--- src/rtl/leaf_stream_packetizer.sv ---
// leaf_stream_packetizer
// Wraps 32-bit ap_vld/ap_ack stream words into 49-bit BFT packets aimed at a
// configured destination leaf/port. Credit-based flow control against the
// destination receive buffer; config and freespace-update control packets
// arrive from the BFT on din_leaf_bft2interface.
// Packet layout: [48] valid, [47:43] leaf, [42:39] port, [38:32] addr, [31:0] payload.
module leaf_stream_packetizer #(
  parameter int PACKET_BITS           = 49,
  parameter int PAYLOAD_BITS          = 32,
  parameter int NUM_LEAF_BITS         = 5,
  parameter int NUM_PORT_BITS         = 4,
  parameter int NUM_ADDR_BITS         = 7,
  parameter int FREESPACE_UPDATE_SIZE = 64
) (
  input  logic                     clk_bft,
  input  logic                     reset_n,
  input  logic [PACKET_BITS-1:0]   din_leaf_bft2interface,
  input  logic [PAYLOAD_BITS-1:0]  din_leaf_user2interface,
  input  logic                     vld_user2interface,
  output logic                     ack_interface2user,
  output logic [PACKET_BITS-1:0]   dout_leaf_interface2bft,
  input  logic                     bft_ready,
  output logic [NUM_ADDR_BITS:0]   credits,
  output logic                     configured
);

  // Credit counter must represent 0..2^NUM_ADDR_BITS inclusive.
  localparam int CW        = NUM_ADDR_BITS + 1;
  localparam int CW1       = CW + 1;
  localparam int ADDR_LSB  = PAYLOAD_BITS;
  localparam int PORT_LSB  = ADDR_LSB + NUM_ADDR_BITS;
  localparam int LEAF_LSB  = PORT_LSB + NUM_PORT_BITS;
  localparam int VALID_BIT = PACKET_BITS - 1;

  localparam logic [CW-1:0] MAX_CREDITS = CW'(1 << NUM_ADDR_BITS);
  localparam logic [CW1-1:0] MAX_SUM    = CW1'(1 << NUM_ADDR_BITS);
  localparam logic [CW1-1:0] UPD_SIZE   = CW1'(FREESPACE_UPDATE_SIZE);

  typedef enum logic {
    ST_CFG = 1'b0,
    ST_RUN = 1'b1
  } state_t;

  logic [1:0]                rst_sync_reg;
  logic                      rst_int_n;

  state_t                    state_reg, state_next;

  logic                      ctrl_valid;
  logic [NUM_PORT_BITS-1:0]  ctrl_port;
  logic                      is_cfg;
  logic                      is_upd;
  logic                      beat;
  logic                      dout_valid;
  logic                      din_unused;

  logic [NUM_LEAF_BITS-1:0]  dest_leaf_reg, dest_leaf_next;
  logic [NUM_PORT_BITS-1:0]  dest_port_reg, dest_port_next;
  logic [NUM_ADDR_BITS-1:0]  wptr_reg, wptr_next;
  logic [CW-1:0]             credits_reg, credits_next;
  logic                      configured_reg, configured_next;
  logic [PACKET_BITS-1:0]    dout_reg, dout_next;
  logic [CW1-1:0]            credit_sum;

  // Reset asserts immediately, releases on a clock edge after two stages.
  always_ff @(posedge clk_bft or negedge reset_n) begin
    if (!reset_n) begin
      rst_sync_reg <= 2'b00;
    end else begin
      rst_sync_reg <= {rst_sync_reg[0], 1'b1};
    end
  end

  assign rst_int_n = rst_sync_reg[1];

  // Control packet decode; only the port field selects the packet kind.
  assign ctrl_valid = din_leaf_bft2interface[VALID_BIT];
  assign ctrl_port  = din_leaf_bft2interface[PORT_LSB +: NUM_PORT_BITS];
  assign is_cfg     = ctrl_valid && (ctrl_port == NUM_PORT_BITS'(0));
  assign is_upd     = ctrl_valid && (ctrl_port == NUM_PORT_BITS'(1));

  // Leaf/addr fields and high payload bits of control packets carry nothing here.
  assign din_unused = ^{din_leaf_bft2interface[LEAF_LSB +: NUM_LEAF_BITS],
                        din_leaf_bft2interface[ADDR_LSB +: NUM_ADDR_BITS],
                        din_leaf_bft2interface[PAYLOAD_BITS-1:NUM_PORT_BITS+NUM_LEAF_BITS]};

  assign dout_valid = dout_reg[VALID_BIT];
  assign beat       = vld_user2interface && ack_interface2user;

  // FSM state register.
  always_ff @(posedge clk_bft or negedge rst_int_n) begin
    if (!rst_int_n) begin
      state_reg <= ST_CFG;
    end else begin
      state_reg <= state_next;
    end
  end

  // FSM next state: the first config packet arms the block; only reset returns to CFG.
  always_comb begin
    state_next = state_reg;
    if (state_reg == ST_CFG && is_cfg) begin
      state_next = ST_RUN;
    end
  end

  // FSM output: ack never looks at vld, and never overwrites an unconsumed packet.
  always_comb begin
    ack_interface2user = 1'b0;
    if (state_reg == ST_RUN) begin
      ack_interface2user = (credits_reg != '0) && (!dout_valid || bft_ready);
    end
  end

  // Datapath next values: config beats update, update beats a plain beat.
  always_comb begin
    dest_leaf_next  = dest_leaf_reg;
    dest_port_next  = dest_port_reg;
    wptr_next       = wptr_reg;
    credits_next    = credits_reg;
    configured_next = configured_reg;
    dout_next       = dout_reg;
    credit_sum      = {1'b0, credits_reg} + UPD_SIZE - CW1'(beat);

    // Outgoing packet uses the destination/wptr held before this edge.
    if (beat) begin
      dout_next = {1'b1, dest_leaf_reg, dest_port_reg, wptr_reg, din_leaf_user2interface};
    end else if (dout_valid && bft_ready) begin
      dout_next = '0;
    end

    if (beat) begin
      wptr_next = wptr_reg + NUM_ADDR_BITS'(1);
    end

    if (is_cfg) begin
      dest_leaf_next  = din_leaf_bft2interface[NUM_PORT_BITS +: NUM_LEAF_BITS];
      dest_port_next  = din_leaf_bft2interface[NUM_PORT_BITS-1:0];
      credits_next    = MAX_CREDITS;
      wptr_next       = '0;
      configured_next = 1'b1;
    end else if (is_upd) begin
      credits_next = (credit_sum > MAX_SUM) ? MAX_CREDITS : credit_sum[CW-1:0];
    end else if (beat) begin
      credits_next = credits_reg - CW'(1);
    end
  end

  // Datapath registers.
  always_ff @(posedge clk_bft or negedge rst_int_n) begin
    if (!rst_int_n) begin
      dest_leaf_reg  <= '0;
      dest_port_reg  <= '0;
      wptr_reg       <= '0;
      credits_reg    <= '0;
      configured_reg <= 1'b0;
      dout_reg       <= '0;
    end else begin
      dest_leaf_reg  <= dest_leaf_next;
      dest_port_reg  <= dest_port_next;
      wptr_reg       <= wptr_next;
      credits_reg    <= credits_next;
      configured_reg <= configured_next;
      dout_reg       <= dout_next;
    end
  end

  assign dout_leaf_interface2bft = dout_reg;
  assign credits                 = credits_reg;
  assign configured              = configured_reg;

endmodule

--- config.mk ---
export PLATFORM = sky130hd
export DESIGN_NAME = leaf_stream_packetizer
export DESIGN_NICKNAME = d
export VERILOG_FILES = /design/src/rtl/leaf_stream_packetizer.sv
export SDC_FILE = /design/constraint.sdc
export NUM_CORES = 1
export LEC_CHECK = 0
export CORE_AREA = 2 2 90 92
export CTS_CLUSTER_DIAMETER = 200
export DETAILED_ROUTE_END_ITERATION = 8
export DIE_AREA = 0 0 92 94
export MAX_ROUTING_LAYER = met4
export PLACE_DENSITY = 0.82
export RECOVER_POWER = 25
export REMOVE_ABC_BUFFERS = 1
export SLEW_MARGIN = 20
export SYNTH_ARGS = -nofsm -noshare
export SYNTH_HDL_FRONTEND = slang
export SYNTH_SLANG_ARGS = --single-unit
--- constraint.sdc ---
create_clock -name clk_bft -period 5.3 [get_ports clk_bft]
set_input_delay 1.06 -clock clk_bft [delete_from_list [all_inputs] [get_ports clk_bft]]
set_output_delay 1.06 -clock clk_bft [all_outputs]
set_load 0.05 [all_outputs]
==> results.yml <==
yosys:
  yosys-top-cells-count: "dfrtp_1 (77), a22o_1 (49), ha_1 (18)"
  syn_area_mm2: 0.00340
  synth_edf_count: 0
  synth-seq-cells: 77
  netlist-cell-type-count: 42
  avgSynthCellArea_um2: 12.4
  synth_ff_type: "dfrtp_1"
  synth.most_common_cell: "dfrtp_1"
  ys_warn_count: 0
  async_flop_share_pct: 100
  synth.largest_area_cell: "dfrtp_1"
  yosys-top-cells-area: "dfrtp_1 (57%), a22o_1 (13%), ha_1 (6.6%)"
  yosys.area.top_type_share_pct: 56.6
  yosysSeqAreaShare_pct: 56.6
  syn_inst: 275
pwr:
  powerDensity_mw_per_mm2: 626
  power_w: 0.00303
  ir_worst_vdd_uv: 359
  total_leakage_power_nw: 2.17
cts:
  ctsResizeCount: 0
  clk_latency_ns: 0.34
  post_cts_buffers: 0
  cts_tree: "done"
  htreeDepth: 3
  hold_buffers: 0
  clkTransAtPathRegs_ns: 0.08
  cts_made_buffers: 9
  clk_path_buf_depth: 2
  clock-sinks: 77
  cts_root_buffer: "clkbuf_8"
timing:
  setup_viol: 0
  whs_ns: 0.357
  worstMarginPinSlew_ns: 2.28
  fin_setup_tns_ns: 0
  maxSlewHeadroom_pct: -52.0
  timing_max_transition_violations_final: 43
  min_period_ns: 3.95
  fmax_ghz: 0.253
  rsz0062_at_grt: "false"
  skew_ns: 0.0108
  finalCritPeriodShare_pct: 74.6
  hold_viol: 0
placed_design:
  place_congestion: 0.792
  dp_hpwl_um: 5710
  place.port_buffers: 108
setup_path:
  reg2reg_depth: 16
  cp.arrival_ns: 4.20
  critPathMaxFanout: 5
  reg2reg_slack_ns: 1.68
  timing_worst_setup_path_type: "in2reg"
  cp_top_family: "compound AO/OA/AOI/OAI gates"
  cp_cell_sequence: "clkdlybuf4s50_1, nand2b_1, nand4_1, inv_2, ha_1, inv_1, ha_1, inv_1, fa_1, o21bai_1, a21oi_1, xnor2_1, a2111oi_2, o21ai_2, o22ai_1"
  cpPeakStageDelay_ns: 0.47
  rr_startpoint: "credits[1]$_DFFE_PN0P_"
  r2r_end: "credits[3]$_DFFE_PN0P_"
  crit_slowest_cell: "clkdlybuf4s50_1"
  crit_buf_inv: 4
  endpoint_kind: "flop"
  cp.required_ns: 5.55
  cp-start-kind: "primary input"
grt:
  grt_remaining_overflow: 0
  grt_use_total_pct: 20.8
  grt_max_degree: 64
  grt_pass1_wl_um: 13600
  antenna_found_initial: 0
  grt_pass1_vias: 2724
cells_and_area:
  nNetsFinal: 488
  largest_reg_flops: 49
  drive_gt1_share_pct: 6.17
  n_antenna_cell: 0
  area_growth_pct: 42.2
floorplan:
  pin_count: 144
  row_count: 32
  die_w_um: 92
  dieArea_mm2: 0.00865
  start_util_pct: 44.7
  die_h_um: 94
  core_mm2: 0.00761
detailed_routing:
  wl_um: 8230
  ant_nets: 0
  dr.pass1.iters: 4
  drc: 0
  avgViaCountPerCell: 5.32
  drt-wirelength-per-cell_um: 16.8
  vias: 2613
  drt_iter0_drc: 100
worst_hold_path:
  hold_depth: 0
  min_path_type: "reg2reg"
  min_from: "rst_sync_reg[0]$_DFF_PN0_"
  min_to: "rst_sync_reg[1]$_DFF_PN0_"
run_status:
  outcome: "finished, violations left"
  violations: "capacitance limit, slew limit"
job:
  maxCapViolCount: 1
==> final cells by class <==
| cell class | instances | area, µm² |
|---|---|---|
| clock inverter | 5 | 106 |
| tap | 102 | 128 |
| clock buffer | 11 | 141 |
| fill | 604 | 2770 |
| timing repair buffer | 112 | 1110 |
| sequential | 77 | 1930 |
| inverter | 16 | 60.1 |
| multi-input combinational | 168 | 1370 |
==> layer usage <==
| metal | wire [µm] | share of wire, % | track usage [%] | vias to the layer above |
|---|---|---|---|---|
| li1 | - | - | - | 1216 |
| met1 | 3700 | 45 | 26.3 | 1279 |
| met2 | 3870 | 47 | 33.3 | 110 |
| met3 | 580 | 7.0 | 4.90 | 8 |
| met4 | 80 | 0.97 | 7.09 | 0 |
| met5 | 0 | 0 | - | - |
==> worst max-delay path by stage <==
stage                   start                                      to  slack, ns  cells after the start
floorplan           bft_ready  dout_leaf_interface2bft[0]$_DFFE_PN0P_       1.36                      5
global placement    bft_ready                  credits[3]$_DFFE_PN0P_       1.11                     15
detailed placement  bft_ready                  credits[3]$_DFFE_PN0P_       1.03                     15
CTS                 bft_ready                  credits[3]$_DFFE_PN0P_       1.36                     15
global route        bft_ready                  credits[3]$_DFFE_PN0P_       1.13                     15
finish              bft_ready                  credits[3]$_DFFE_PN0P_       1.35                     15
==> where the power goes <==
part	internal [W]	switching (W)
clock	0.000328	0.000214
sequential	0.000759	0.000136
combinational	0.000598	0.000992
total	0.00168	0.00134
==> stage by stage <==
step / instances / setup WS, ns / utilization [%] / area (µm²)
floorplan: 261 / 1.36 / - / 3340
global placement: 475 / 1.11 / 60.4 / 4590
detailed placement: 475 / 1.03 / 60.4 / 4590
CTS: 491 / 1.36 / 63.7 / 4840
global route: 491 / 1.13 / 63.6 / 4840
finish: 491 / 1.35 / 63.6 / 4840
==> kinds of logic (layout without fill, tap and decap cells) <==
logic type | after synthesis | count (layout) | share of synthesized area [%]
compound gates | 75 | 75 | 18.1
xor+xnor | 18 | 18 | 4.63
fa+ha+maj | 19 | 19 | 7.21
buf+inv | 30 | 144 | 3.49
flops | 77 | 77 | 56.6
mux | 9 | 9 | 2.98
other cells | 1 | 1 | 0.110
simple gates | 46 | 46 | 6.84
==> placed cells by master (no fill, tap or decap), types with 2 or more instances in the layout <==
cell             count
dfrtp_1             77
inv_1               15
nand3_1              2
ha_1                18
and3_1               3
o21ai_1              2
xnor2_1             11
o22ai_1              4
buf_4                3
clkdlybuf4s50_1    107
nor2_1              12
clkbuf_1             2
a22o_1              49
or2_1                3
clkbuf_8            10
a221o_1              2
xor2_1               7
a21oi_1              5
mux2_1               9
nand2_1             13
nand4_1              6
bufinv_16            3
Power figures use the tool's default switching activity.
